File: config.mk
export PLATFORM = sky130hd
export DESIGN_NAME = pipe_alu_fwd
export DESIGN_NICKNAME = d
export VERILOG_FILES = /design/src/rtl/pipe_alu_pkg.sv /design/src/rtl/alu_core.sv /design/src/rtl/pipe_alu_fwd.sv
export SDC_FILE = /design/constraint.sdc
export NUM_CORES = 2
export LEC_CHECK = 0
export BUFFER_PORTS_ARGS = -buffer_cell sky130_fd_sc_hd__buf_2
export CELL_PAD_IN_SITES_DETAIL_PLACEMENT = 1
export CELL_PAD_IN_SITES_GLOBAL_PLACEMENT = 1
export CORE_MARGIN = 4
export CORE_UTILIZATION = 60
export CTS_BUF_LIST = sky130_fd_sc_hd__clkbuf_4
export CTS_CLUSTER_DIAMETER = 40
export DETAILED_ROUTE_END_ITERATION = 10
export MAX_ROUTING_LAYER = met4
export PLACE_DENSITY = 0.8
export SLEW_MARGIN = 20
export SYNTH_ARGS = -nofsm -noshare
export SYNTH_HDL_FRONTEND = slang
export SYNTH_MEMORY_MAX_BITS = 65536
export SYNTH_SLANG_ARGS = --single-unit
export TNS_END_PERCENT = 20
File: constraint.sdc
create_clock -name clk1 -period 13.5 [get_ports clk1]
set_input_delay 0 -clock clk1 [delete_from_list [all_inputs] [get_ports clk1]]
set_output_delay 0 -clock clk1 [all_outputs]
set_load 0.02 [all_outputs]
File: src/rtl/pipe_alu_pkg.sv
// Shared definitions for the forwarding ALU pipeline: default sizes and
// the operation encoding used by both the pipeline and the ALU core.
package pipe_alu_pkg;

    // Default datapath width, register-bank depth and data-memory depth
    localparam int DEF_W      = 16;
    localparam int DEF_NREG   = 16;
    localparam int DEF_MDEPTH = 256;

    // Operation codes; 12..15 are unassigned and produce zero
    typedef enum logic [3:0] {
        FN_ADD   = 4'd0,
        FN_SUB   = 4'd1,
        FN_MUL   = 4'd2,
        FN_PASSA = 4'd3,
        FN_PASSB = 4'd4,
        FN_AND   = 4'd5,
        FN_OR    = 4'd6,
        FN_XOR   = 4'd7,
        FN_NOTA  = 4'd8,
        FN_NOTB  = 4'd9,
        FN_SHR   = 4'd10,
        FN_SHL   = 4'd11
    } func_e;

endpackage

File: src/rtl/alu_core.sv
// Purely combinational W-bit ALU. Every result wraps modulo 2^W and no
// status flags are produced; unassigned operation codes give zero.
module alu_core
    import pipe_alu_pkg::*;
#(
    parameter int W = DEF_W
) (
    input  logic [W-1:0] a_i,
    input  logic [W-1:0] b_i,
    input  logic [3:0]   func_i,
    output logic [W-1:0] y_o
);

    // Select the operation; the product keeps only its low W bits
    always_comb begin
        y_o = '0;
        case (func_i)
            FN_ADD:   y_o = a_i + b_i;
            FN_SUB:   y_o = a_i - b_i;
            FN_MUL:   y_o = a_i * b_i;
            FN_PASSA: y_o = a_i;
            FN_PASSB: y_o = b_i;
            FN_AND:   y_o = a_i & b_i;
            FN_OR:    y_o = a_i | b_i;
            FN_XOR:   y_o = a_i ^ b_i;
            FN_NOTA:  y_o = ~a_i;
            FN_NOTB:  y_o = ~b_i;
            FN_SHR:   y_o = a_i >> 1;
            FN_SHL:   y_o = a_i << 1;
            default:  y_o = '0;
        endcase
    end

endmodule

File: src/rtl/pipe_alu_fwd.sv
// Four-stage ALU pipeline with operand forwarding.
//   S1: operands (already forwarded), rd, func, addr latched on acceptance
//   S2: ALU result registered into Z, presented with out_valid/out_rd
//   S3: register bank written from Z; result carried on for memory
//   S4: data memory written with the result
// A single ALU instance evaluates the S1 instruction; its output both feeds
// the S1 forward path and becomes Z on the next edge.
module pipe_alu_fwd
    import pipe_alu_pkg::*;
#(
    parameter int W      = DEF_W,
    parameter int NREG   = DEF_NREG,
    parameter int MDEPTH = DEF_MDEPTH,
    localparam int RW    = $clog2(NREG),
    localparam int AW    = $clog2(MDEPTH)
) (
    input  logic          clk1,
    input  logic          rst,
    input  logic          in_valid,
    input  logic [RW-1:0] rs1,
    input  logic [RW-1:0] rs2,
    input  logic [RW-1:0] rd,
    input  logic [3:0]    func,
    input  logic [AW-1:0] addr,
    input  logic [AW-1:0] mem_raddr,
    output logic [W-1:0]  Z,
    output logic          out_valid,
    output logic [RW-1:0] out_rd,
    output logic [W-1:0]  mem_rdata
);

    // Stage 1 registers
    logic          s1Valid_q;
    logic [W-1:0]  s1A_q;
    logic [W-1:0]  s1B_q;
    logic [RW-1:0] s1Rd_q;
    logic [3:0]    s1Func_q;
    logic [AW-1:0] s1Addr_q;

    // Stage 2 registers
    logic          s2Valid_q;
    logic [W-1:0]  z_q;
    logic [RW-1:0] s2Rd_q;
    logic [AW-1:0] s2Addr_q;

    // Stage 3 registers
    logic          s3Valid_q;
    logic [W-1:0]  s3Data_q;
    logic [AW-1:0] s3Addr_q;

    // Architectural state
    logic [W-1:0]  regbank_q [NREG];
    logic [W-1:0]  mem_q [MDEPTH];

    // Forwarded operands for the instruction being accepted
    logic [W-1:0]  opA_d;
    logic [W-1:0]  opB_d;
    logic [W-1:0]  s1Result;

    alu_core #(
        .W (W)
    ) u_alu (
        .a_i    (s1A_q),
        .b_i    (s1B_q),
        .func_i (s1Func_q),
        .y_o    (s1Result)
    );

    // Operand selection: the youngest in-flight producer of a register wins.
    // The S2 forward also covers the regbank write happening on this same
    // edge, since that write is not yet visible in regbank_q.
    always_comb begin
        opA_d = regbank_q[rs1];
        opB_d = regbank_q[rs2];
        if (s2Valid_q && (s2Rd_q == rs1)) opA_d = z_q;
        if (s2Valid_q && (s2Rd_q == rs2)) opB_d = z_q;
        if (s1Valid_q && (s1Rd_q == rs1)) opA_d = s1Result;
        if (s1Valid_q && (s1Rd_q == rs2)) opB_d = s1Result;
    end

    // Pipeline advance and regbank write; reset drops every in-flight
    // instruction and restores regbank[k] = k
    always_ff @(posedge clk1) begin
        if (rst) begin
            s1Valid_q <= 1'b0;
            s1A_q     <= '0;
            s1B_q     <= '0;
            s1Rd_q    <= '0;
            s1Func_q  <= '0;
            s1Addr_q  <= '0;
            s2Valid_q <= 1'b0;
            z_q       <= '0;
            s2Rd_q    <= '0;
            s2Addr_q  <= '0;
            s3Valid_q <= 1'b0;
            s3Data_q  <= '0;
            s3Addr_q  <= '0;
            for (int k = 0; k < NREG; k++) begin
                regbank_q[k] <= W'(k);
            end
        end else begin
            s1Valid_q <= in_valid;
            if (in_valid) begin
                s1A_q    <= opA_d;
                s1B_q    <= opB_d;
                s1Rd_q   <= rd;
                s1Func_q <= func;
                s1Addr_q <= addr;
            end

            s2Valid_q <= s1Valid_q;
            if (s1Valid_q) begin
                z_q      <= s1Result;
                s2Rd_q   <= s1Rd_q;
                s2Addr_q <= s1Addr_q;
            end

            s3Valid_q <= s2Valid_q;
            if (s2Valid_q) begin
                s3Data_q           <= z_q;
                s3Addr_q           <= s2Addr_q;
                regbank_q[s2Rd_q]  <= z_q;
            end
        end
    end

    // Data memory write from the last stage; contents survive reset but a
    // reset edge suppresses the write of the instruction being dropped
    always_ff @(posedge clk1) begin
        if (!rst && s3Valid_q) begin
            mem_q[s3Addr_q] <= s3Data_q;
        end
    end

    assign Z         = z_q;
    assign out_valid = s2Valid_q;
    assign out_rd    = s2Rd_q;
    assign mem_rdata = mem_q[mem_raddr];

endmodule

==> results.yml <==
place:
  portBuffers: 71
  place_congestion: 0.8821
  place_area_um2: 187100
  dp_hpwl_um: 295200
timing:
  post-route-period-util_pct: 55.24
  setup_tns_ns: 0
  slew_headroom_pct: 17.14
  hold_viol_final: 0
  fin_skew_ns: 0.1994
  worstMarginPinSlew_ns: 1.239
  fmax_ghz: 0.1341
  setup_violations: 0
  period_minus_slack_ns: 7.457
  drv_slew: 0
  rsz0062_at_grt: "no"
hold_path:
  worstHoldPathType: "input port to flop"
logic_synthesis:
  ys_types: 68
  synth.area.top_cells: "edfxtp_1 72%, mux4_2 19%, dfxtp_1 1.1%, nor2_1 0.95%, fa_1 0.90%"
  netlist.area_leader.share_pct: 72.38
  syn_inst: 8265
  yosysTopAreaCell: "edfxtp_1"
  synth_edf_count: 4352
  ys_async_sr_fraction_pct: 0
  synth.net_count: 8478
  synth_area_um2: 180600
  ys_warn_count: 0
  ys_seq_area_share_pct: 73.52
  synth_flop_cell: "edfxtp_1"
  synth_area_per_cell_um2: 21.85
  synth_seq_cells: 4455
critical_path:
  cp-start-kind: "flop"
  critical-path-slowest-cell: "dfxtp_1"
  cp.required_ns: 14.99
  worstPathMaxFanout: 11
  critPathCaptureType: "flop"
  max_stage_delay_ns: 0.66
  crit_family: "adder cells"
  worstPathCellList: "clkinv_1, nor2_1, fa_1, inv_1, fa_1, fa_1, fa_1, inv_1, fa_1, inv_1, fa_1, inv_1, ha_1, a21o_1, a21o_1, or3_1, nor3_1, o31ai_1, xnor2_1, a21oi_1, a31oi_1, dlygate4sd3_1"
  cp.arrival_ns: 8.95
  worstSetupPathType: "flop to flop"
  critPathBufInv: 6
  crit_top_cell: "fa_1"
drt:
  drt-total-wl_um: 547600
  vias: 98490
  drt-pass1-iter-count: 6
  via_per_inst: 6.927
  drc: 0
  drt_iter0_drc: 16330
  ant_nets: 0
  post_drt_wl_per_cell_um: 38.52
finish:
  fillers: 24280
  area_delta_synth_final_pct: 11.88
  seqCellArea_um2: 132800
  design_area_um2: 202000
  multi_input_area_um2: 45260
  nets: 9695
  drive_gt1_share_pct: 36.45
run:
  maxCapViolations: 0
floorplan:
  die_y_um: 556.6
  placementRows: 201
  die_w_um: 556.6
  num_io_pins: 72
  die_area_um2: 309800
  start_util_pct: 60.23
  coreArea_um2: 299800
power_and_ir_drop:
  swShare_pct: 24.70
  internal_power_uw: 21490
  ir_drop_uv: 85.25
  cellPowerDensity_nw_per_um2: 141.3
  pwr-share-comb_pct: 6.0
  p_switching_uw: 7049
  clock_power_share_pct: 40.9
  power.leakage_uw: 0.06674
  power_frac_seq_pct: 53.1
global_routing:
  grt_overflow_total: 0
  antenna_found_initial: 47
  grt_pass1_wl_um: 783100
  grt_pass1_vias: 104400
  grt_max_degree: 225
  track_usage_pct: 37.35
clock_tree:
  cts_tree: "done"
  insertion_delay_ns: 1.73
  htreeDepth: 7
  numCtsBuffers: 1172
  clockBufferDepth: 5
  cts-root-buf: "clkbuf_4"
  cts.sinks: 4455
  clk_pin_slew_ns: 0.06
status:
  status: "finished, final reports clean"
placed cells by master, fill, tap and decap left out, types with 26 or more instances in the layout:
master / n
edfxtp_1: 4352
clkbuf_4: 1597
mux4_2: 1520
nor2_1: 437
buf_4: 377
clkinv_1: 254
and2_1: 228
inv_1: 155
nand2_1: 137
dlygate4sd3_1: 104
ha_1: 97
mux2i_1: 86
dfxtp_1: 85
fa_1: 81
buf_2: 62
a21oi_1: 50
xnor2_1: 50
o21ai_0: 37
diode_2: 35
nand3_1: 35
or3_1: 33
nand2b_1: 30
o211ai_1: 27
xor2_1: 26
clkinv_2: 26
state kept, by name, summed over array words and instances, names as in the netlist:
name / cells
s2Addr_q: 8
mem_q: 4096
Z: 16
s1Valid_q: 1
s1Addr_q: 8
out_rd: 4
out_valid: 1
regbank_q: 256
s1Func_q: 4
s1Rd_q: 4
s3Addr_q: 8
s1B_q: 16
s3Data_q: 16
s1A_q: 16
s3Valid_q: 1
final timing paths:
kind	slack, ns	cells after the start	start	endpoint
worst max-delay path	6.04	22	s1B_q[4]$_SDFFE_PP0P_	s1A_q[15]$_SDFFE_PP0P_
worst min-delay path	0.20	8	rs1[1]	s1A_q[3]$_SDFFE_PP0P_
worst max register to register	6.04	22	s1B_q[4]$_SDFFE_PP0P_	s1A_q[15]$_SDFFE_PP0P_
worst min register to register	0.51	0	s3Data_q[2]$_SDFFE_PP0P_	mem_q[206][2]$_DFFE_PP_
tightest hold or removal path, stage by stage:
cell	delay, ns
dlygate4sd3_1	0.52
buf_2	0.20
mux4_2	0.28
mux4_2	0.25
mux2i_1	0.08
nand2_1	0.07
o211ai_1	0.13
a21oi_1	0.14
timing repair:
item | CTS | global route
setup endpoints to repair | 0 | 0
hold buffers | 104 | 0
buffers inserted | 0 | 0
gates resized for setup | 0 | 0
hold endpoints to repair | 3103 | 0
layer usage:
layer / global-route usage, % / routed length, um
met5: - / 0
met4: 17.69 / 27150
met2: 57.02 / 269500
met1: 47.91 / 183100
met3: 9.480 / 67890
per-stage QoR:
| step | worst slack, ns | util (%) | std cells | hold WS, ns | power [uW] |
|---|---|---|---|---|---|
| 3_5_place_dp | 6.472 | 62.40 | 12160 | 0.2581 | 17090 |
| 3_3_place_gp | 6.565 | 62.40 | 12160 | 0.2319 | 17040 |
| 5_1_grt | 5.706 | 67.38 | 14210 | 0.1949 | 29550 |
| 2_1_floorplan | 7.559 | - | 8265 | 0.1472 | 16490 |
| 6_report | 6.043 | 67.39 | 14220 | 0.1962 | 28540 |
| 4_1_cts | 6.158 | 67.29 | 14180 | 0.003195 | 28650 |
final cells by class:
type | count | share of cell area (%)
flip-flops and latches | 4455 | 65.74
multi-input cells | 3116 | 22.40
clock buffers | 1597 | 5.935
well taps | 3958 | 2.451
repair buffers | 575 | 2.313
clock inverters | 320 | 0.8107
inverters | 162 | 0.3010
diodes | 35 | 0.04336
cell families (layout without fill, tap and decap cells):
kind of cell    Yosys count  after routing  synth area share, %
flops                  4455           4455                73.52
simple gates           1002           1002                2.626
mux                    1616           1616                19.50
buf+inv                 694           2654                1.493
xor+xnor                 77             77               0.3811
other cells               0             35                    0
compound gates          243            243               0.9126
fa+ha+maj               178            178                1.570
Yosys cell counts (12+ instances only):
master	instances
a21oi_1	50
a22oi_1	12
and2_1	228
buf_1	88
buf_2	63
clkbuf_1	378
dfxtp_1	103
edfxtp_1	4352
fa_1	81
ha_1	97
inv_1	155
mux2i_1	86
mux4_2	1520
nand2_1	138
nand2b_1	30
nand3_1	41
nor2_1	456
nor2b_1	13
nor3_1	25
o211ai_1	27
o21ai_0	49
or3_1	33
xnor2_1	50
xor2_1	26
power groups by stage:
stage / Clock [uW] / Combinational, uW / Sequential [uW]
2_1_floorplan: 0 / 1060 / 15400
3_3_place_gp: 0 / 1590 / 15500
3_5_place_dp: 0 / 1620 / 15500
4_1_cts: 11800 / 1690 / 15200
5_1_grt: 12600 / 1780 / 15200
6_report: 11700 / 1720 / 15200
(Power assumes the default switching activity.)
